$ cat src/rtl/isa_pkg.sv
// ============================================================================
// Module      : isa_pkg
// Description : Opcode constants and shared types for fetch and decode.
// Revision    : 1.0 - initial release
// ============================================================================
`default_nettype none

package isa_pkg;

    localparam logic [5:0]  RTYPE = 6'b101010;
    localparam logic [5:0]  VLD   = 6'b100000;
    localparam logic [5:0]  VSD   = 6'b100001;
    localparam logic [5:0]  VBEZ  = 6'b100010;
    localparam logic [5:0]  VBNEZ = 6'b100011;
    localparam logic [5:0]  VNOP  = 6'b111100;

    localparam logic [0:31] NOP_INST         = {VNOP, 26'b0};
    localparam logic [0:31] DEFAULT_RESET_PC = 32'h0000_0000;

    typedef struct packed {
        logic [0:31] inst;
        logic [0:31] pc;
    } fetch_entry_t;

endpackage

`default_nettype wire

$ cat src/rtl/fetch_skid_buf.sv
// ============================================================================
// Module      : fetch_skid_buf
// Description : One-entry skid buffer catching the fetch in flight on a stall.
// Revision    : 1.0 - initial release
// ============================================================================
`default_nettype none

module fetch_skid_buf
    import isa_pkg::*;
(
    input  logic         clk,
    input  logic         rst,
    input  logic         i_load,
    input  logic         i_consume,
    input  logic         i_flush,
    input  fetch_entry_t i_entry,
    output fetch_entry_t o_entry,
    output logic         o_valid
);

    fetch_entry_t r_entry;
    logic         r_valid;

    // Flush outranks load so a redirect during a stall discards the entry.
    always_ff @(posedge clk) begin
        if (rst || i_flush) begin
            r_valid <= 1'b0;
        end else if (i_load) begin
            r_entry <= i_entry;
            r_valid <= 1'b1;
        end else if (i_consume) begin
            r_valid <= 1'b0;
        end
    end

    assign o_entry = r_entry;
    assign o_valid = r_valid;

endmodule

`default_nettype wire

$ cat src/rtl/inst_fetch.sv
// ============================================================================
// Module      : inst_fetch
// Description : PC, fetch issue to a 1-cycle memory, skid buffer and IF/ID reg.
// Revision    : 1.0 - initial release
// ============================================================================
`default_nettype none

module inst_fetch
    import isa_pkg::*;
#(
    parameter logic [0:31] RESET_PC = DEFAULT_RESET_PC,
    parameter int unsigned PC_STEP  = 4
) (
    input  logic        clk,
    input  logic        reset,
    input  logic        stall,
    input  logic        branch_taken,
    input  logic [0:31] branch_target,
    output logic [0:31] imem_addr,
    output logic        imem_en,
    input  logic [0:31] imem_data,
    output logic [0:31] ID_inst,
    output logic [0:31] ID_pc,
    output logic        ID_valid
);

    localparam logic [0:31] c_pc_step = 32'(PC_STEP);

    logic [0:31]  r_pc;
    logic [0:31]  r_f_pc;
    logic         r_f_valid;

    fetch_entry_t w_skid_in;
    fetch_entry_t w_skid_out;
    logic         w_skid_valid;
    logic         w_skid_load;
    logic         w_skid_consume;

    assign imem_addr = r_pc;
    assign imem_en   = !stall && !branch_taken && !reset;

    assign w_skid_in      = '{inst: imem_data, pc: r_f_pc};
    assign w_skid_load    = stall && !branch_taken && r_f_valid;
    assign w_skid_consume = !stall && !branch_taken && w_skid_valid;

    fetch_skid_buf u_skid (
        .clk       (clk),
        .rst       (reset),
        .i_load    (w_skid_load),
        .i_consume (w_skid_consume),
        .i_flush   (branch_taken),
        .i_entry   (w_skid_in),
        .o_entry   (w_skid_out),
        .o_valid   (w_skid_valid)
    );

    always_ff @(posedge clk) begin
        if (reset) begin
            r_pc      <= RESET_PC;
            r_f_valid <= 1'b0;
            ID_valid  <= 1'b0;
            ID_inst   <= NOP_INST;
            ID_pc     <= '0;
        end else if (branch_taken) begin
            r_pc      <= branch_target;
            r_f_valid <= 1'b0;
            ID_valid  <= 1'b0;
            ID_inst   <= NOP_INST;
        end else if (stall) begin
            // ID and PC hold; the word on imem_data moves into the skid.
            r_f_valid <= 1'b0;
        end else begin
            if (w_skid_valid) begin
                ID_valid <= 1'b1;
                ID_inst  <= w_skid_out.inst;
                ID_pc    <= w_skid_out.pc;
            end else if (r_f_valid) begin
                ID_valid <= 1'b1;
                ID_inst  <= imem_data;
                ID_pc    <= r_f_pc;
            end else begin
                ID_valid <= 1'b0;
                ID_inst  <= NOP_INST;
            end
            r_f_pc    <= r_pc;
            r_f_valid <= 1'b1;
            r_pc      <= r_pc + c_pc_step;
        end
    end

endmodule

`default_nettype wire

$ cat config.mk
export PLATFORM = sky130hd
export DESIGN_NAME = inst_fetch
export DESIGN_NICKNAME = d
export VERILOG_FILES = /design/src/rtl/isa_pkg.sv /design/src/rtl/fetch_skid_buf.sv /design/src/rtl/inst_fetch.sv
export SDC_FILE = /design/constraint.sdc
export NUM_CORES = 1
export LEC_CHECK = 0
export CORE_MARGIN = 3
export CORE_UTILIZATION = 54
export CTS_CLUSTER_SIZE = 28
export DETAILED_ROUTE_END_ITERATION = 16
export PLACE_DENSITY = 0.91
export SKIP_CTS_REPAIR_TIMING = 1
export SKIP_LAST_GASP = 1
export SYNTH_ARGS = -nofsm -noshare
export SYNTH_HDL_FRONTEND = slang
export SYNTH_SLANG_ARGS = --single-unit
$ cat constraint.sdc
create_clock -name clk -period 11.4 [get_ports clk]
set_input_delay 1.71 -clock clk [delete_from_list [all_inputs] [get_ports clk]]
set_output_delay 1.71 -clock clk [all_outputs]
set_load 0.05 [all_outputs]
# Yosys cells after proc, flatten, opt, wreduce, memory -nomap -nowiden

Index checks and enable logic that the tools add are counted.
W data, S select, Z words.

$add $sub $neg: 1
Equality and inequality tests: 1
Multiplexer cells: 11
Bitwise logic cells: 4
Reduce and logical (&&, ||, !) cells: 15

Operators by type and width:

| kind                    | number |
|---|---|
| $mux W32                | 6 |
| $add A32 B3 Y32 const B | 1 |
| $reduce_and A3 Y1       | 2 |
| $logic_and A1 B1 Y1     | 5 |
| $mux W1                 | 5 |
| $not A1 Y1              | 4 |
| $reduce_bool A2 Y1      | 2 |
| $logic_not A1 Y1        | 3 |
| $ne A2 B1 Y1 const B    | 1 |
| $reduce_and A2 Y1       | 1 |
| $reduce_or A2 Y1        | 1 |
| $logic_or A1 B1 Y1      | 1 |

Register bits after elaboration: 195
Input port bits: 68
Output and inout port bits: 98
Word-level logic and storage cells: 41

# Depth between registers and ports, before layout

Word-level depth: 5
Gate-level depth with buffers: 7
Gate-level depth less buffers: 5

# Hierarchy

A second synthesis with hierarchy kept.

Cell total of the unflattened synthesis: 648
Area total of the unflattened synthesis: 7,666.1 um2

By module, submodules not included:

| module         | times used | cells an instance | area each (um2) | seq. area each (um2) |
|---|---|---|---|---|
| inst_fetch     | 1          | 579               | 5,693.0         | 2,922.8 |
| fetch_skid_buf | 1          | 69                | 1,973.1         | 1,941.9 |

# Least setup slack after synthesis

Ideal clock, no wire load.

Path kind: input-to-output
Start point: input stall
End point: output imem_en
Arrival time: 3.638 ns
Data required time: 9.690 ns
Path slack: 6.052 ns
Stages: 5
Path buffers: 4
Cells stage by stage: clkbuf_1 -> buf_1 -> clkbuf_1 -> buf_1 -> nor3_1

Cells in the longest elaborated chain, start to end: 3

Ends and longest elaborated chain:

| item                             | line             | text |
|---|---|---|
| from (decl)                      | inst_fetch.sv:16 | `input logic stall,` |
| $logic_not A1 Y1                 | inst_fetch.sv:40 | `assign imem_en = !stall && !branch_taken && !reset;` |
| $logic_and A1 B1 Y1 (2 in a row) | inst_fetch.sv:40 |  |
| to (decl)                        | inst_fetch.sv:20 | `output logic imem_en,` |

No other way between the ends.

# Worst setup path in the final report

Start point: input branch_taken
End point: output imem_en

Cells in the longest elaborated chain, start to end: 3

Ends and longest elaborated chain:

| item                             | line             | text |
|---|---|---|
| from (decl)                      | inst_fetch.sv:17 | `input logic branch_taken,` |
| $logic_not A1 Y1                 | inst_fetch.sv:40 |  |
| $logic_and A1 B1 Y1 (2 in a row) | inst_fetch.sv:40 |  |

No other way between the ends.

==> run metrics <==
critical path depth 4; HPWL after DPL between 10,000 and 15,000 um; Final Max Slew Viols 0; Seq pwr share about 52%; Hold Vio Cnt, Final 0; Async SR Flop Fraction 0%; antenna violations before repair 0; post-synthesis xor/xnor area fraction approximately 1.4%; Hold Crit Class register to register; Mapped Cells roughly 600; number of flops mapped to enable cells by yosys 96; vias per cell roughly 6.2; share of cells above drive strength 1 between 6 and 7%; Worst R2R Setup Slack 8.96 ns; Avg Cell Area, Syn ~13 um2; Initial Util about 56%; Slew @ Worst Pin around 1.3 ns; crit path DAT between 3 and 4 ns; Post-Syn Area ~7600 um2; full die area approximately 16,000 um2; Post-Synth Adder-Cell Area 0.1644%; total gr overflow 0; Global Route Usage Sum about a quarter; most used cell, CP clkdlybuf4s50_1; worst vdd ir approximately 0.11 mV; wire per inst slightly above 20 um; first drt pass iteration count 6; H-tree depth 4; max incr delay on CP 0.85 ns; num rows 42; largest net degree at the start of global routing slightly below 70; area fraction of the dominant cell type after synthesis 37.87%; Sw Ratio between 20% and 30%; # setup viols final 0; crit path to imem_en; Reg2Reg Depth 5; detailed-route via count between 5,000 and 6,000; Final Cycle Share 45.78%; core footprint ~14,000 um2; MaxCap Viol Count 0; clock sink count between 150 and 200; YS warnings 0; nature of the critical path startpoint primary input; largest family of logic cells by synthesized area compound AO/OA/AOI/OAI gates; Worst Setup End Kind output pin; RSZ-0062 raised after global routing false; WL final ~19,000 um; Hold WS between 0.4 and 0.5 ns; Final GP Congestion between 0.7 and 0.8; post-synthesis simple-gate area fraction about a tenth; multiplexer share of the synthesized area 4.602%; Yosys reg bits 195; Layout Utilization 73.36%; area delta synth->final 30.16%; TritonCTS clock tree done; fin nets about 810; ANT nets after route 0; Max Clock Freq about 190 MHz; DRC Markers 0; synth cell count leaders dfxtp_1, edfxtp_1, nor2_1, a211oi_1, mux2i_1; switching power 0.3707 mW; Reg2Reg Launch Point u_skid.o_valid$_SDFFE_PP0P_; # diodes 0; initial drt markers approximately 540; max_slew headroom between 10% and 20%; status completed; Logic pwr share roughly 11%; Filler cells about 830; die height ~120 um; PD cells 152.3 nW/um2; post-synthesis compound-gate area fraction approximately 16%; predominant post-synthesis flop cell dfxtp_1; Reg clk slew, reported paths 0.06 ns; Num CTS Buffers 17; CP delay by family, top buffers and inverters; number of global-route vias before repair ~5,700; # port buffers 165; Chip Width between 100 and 150 um; Clk network pwr share a little under two fifths; worst path buffer plus inverter count 3; Root Driver clkbuf_16; first-pass GRT wire length a little over 30,000 um; clock period minus worst slack about 5.2 ns; Post-Syn Nets around 670; Fin Clk Skew around 0.0098 ns; clk_lat worst skew roughly 0.43 ns; CTS Buffer Depth 2; critical path, cell by cell clkdlybuf4s50_1, buf_4, nor3_1, clkdlybuf4s50_1; Slowest-stage cell, CP clkdlybuf4s50_1; Int Power 1.138 mW; Worst Path Required 9.69 ns; leak pwr between 3 and 4 nW; Reg-to-Reg End ID_pc[7]$_SDFFE_PP0P_; register area share after synthesis 63.91%; setup TNS 0 ns; critical path launch point branch_taken; top-count cell post-synth dfxtp_1; Netlist cell types 54; # IOs between 150 and 200; CP Max Fanout 38; worst setup path category primary input to output pin; Synth area leader edfxtp_1; ranking of synthesized cells by area edfxtp_1, dfxtp_1, mux2i_1, a211oi_1, a221o_1
-- state kept, by name, summed over array words and instances, names as in the netlist --
signal and count:
u_skid.o_entry 64, ID_inst 32, ID_pc 32, imem_addr 32
r_f_pc 32, ID_valid 1, r_f_valid 1, u_skid.o_valid 1
-- per-stage QoR --
| stage | setup WS (ns) | total power [mW] | cells | area [um2] |
|---|---|---|---|---|
| 6_report | 6.181 | 1.509 | 933 | 9908 |
| 5_1_grt | 6.146 | 1.550 | 933 | 9908 |
| 4_1_cts | 6.207 | 1.514 | 933 | 9908 |
| 3_5_place_dp | 6.209 | 0.9556 | 901 | 9344 |
| 3_3_place_gp | 6.214 | 0.9493 | 901 | 9344 |
| 2_1_floorplan | 6.052 | 0.8834 | 598 | 7612 |
-- how the worst min path moves through the flow --
| stage | start | end | slack, ns | cells past startpoint |
|---|---|---|---|---|
| 3_3_place_gp | r_f_pc[1]$_DFFE_PP_ | u_skid.o_entry[30]$_DFFE_PP_ | 0.43 | 0 |
| 6_report | r_f_pc[29]$_DFFE_PP_ | u_skid.o_entry[2]$_DFFE_PP_ | 0.46 | 0 |
| 4_1_cts | r_f_pc[3]$_DFFE_PP_ | u_skid.o_entry[28]$_DFFE_PP_ | 0.46 | 0 |
| 5_1_grt | r_f_pc[9]$_DFFE_PP_ | u_skid.o_entry[22]$_DFFE_PP_ | 0.46 | 0 |
| 2_1_floorplan | r_f_pc[31]$_DFFE_PP_ | u_skid.o_entry[0]$_DFFE_PP_ | 0.43 | 0 |
| 3_5_place_dp | r_f_pc[7]$_DFFE_PP_ | u_skid.o_entry[24]$_DFFE_PP_ | 0.44 | 0 |
-- cell usage in the layout (no fill, tap or decap), types with 8 or more instances in the layout --
| cell | count |
|---|---|
| clkbuf_16 | 20 |
| edfxtp_1 | 96 |
| dfxtp_1 | 98 |
| clkdlybuf4s50_1 | 163 |
| nand3_1 | 10 |
| or4_1 | 8 |
| nand2_1 | 19 |
| o211a_1 | 28 |
| a221o_1 | 28 |
| nor3_1 | 8 |
| mux2i_1 | 35 |
| a211oi_1 | 43 |
| buf_4 | 8 |
| nand4_1 | 12 |
| xnor2_1 | 9 |
| inv_1 | 11 |
| nor2_1 | 58 |
-- routing by layer --
| metal | vias to the layer above | track usage [%] | wire length [um] |
|---|---|---|---|
| met5 | - | 0 | 0 |
| li1 | 2630 | - | - |
| met2 | 294 | 40.65 | 9649 |
| met4 | 0 | 12.57 | 663 |
| met3 | 49 | 5.575 | 1352 |
| met1 | 2809 | 29.78 | 7591 |
-- cells by family after synthesis --
kind of cell             after synthesis
XOR/XNOR                              12
AND/OR/NAND/NOR                      151
AO/OA/AOI/OAI                        147
adder cells (fa/ha/maj)                1
flip-flops                           195
buffers and inverters                 57
multiplexers                          35
-- power groups by stage --
stage | Combinational [mW] | Clock, mW | Sequential (mW)
finish | 0.165 | 0.566 | 0.777
global route | 0.173 | 0.598 | 0.779
CTS | 0.165 | 0.572 | 0.777
detailed placement | 0.164 | 0 | 0.791
global placement | 0.160 | 0 | 0.789
floorplan | 0.0488 | 0 | 0.835
-- area by class of cell --
class / instances / area [um2] / area share [%]
multi-input combinational: 346 / 2512 / 25.36
clock buffer: 25 / 519.2 / 5.241
timing repair buffer: 173 / 1702 / 17.17
tap: 176 / 220.2 / 2.223
sequential: 195 / 4868 / 49.14
inverter: 11 / 41.29 / 0.4167
clock inverter: 7 / 45.04 / 0.4546
No activity file was read; power rests on OpenSTA's default activity.
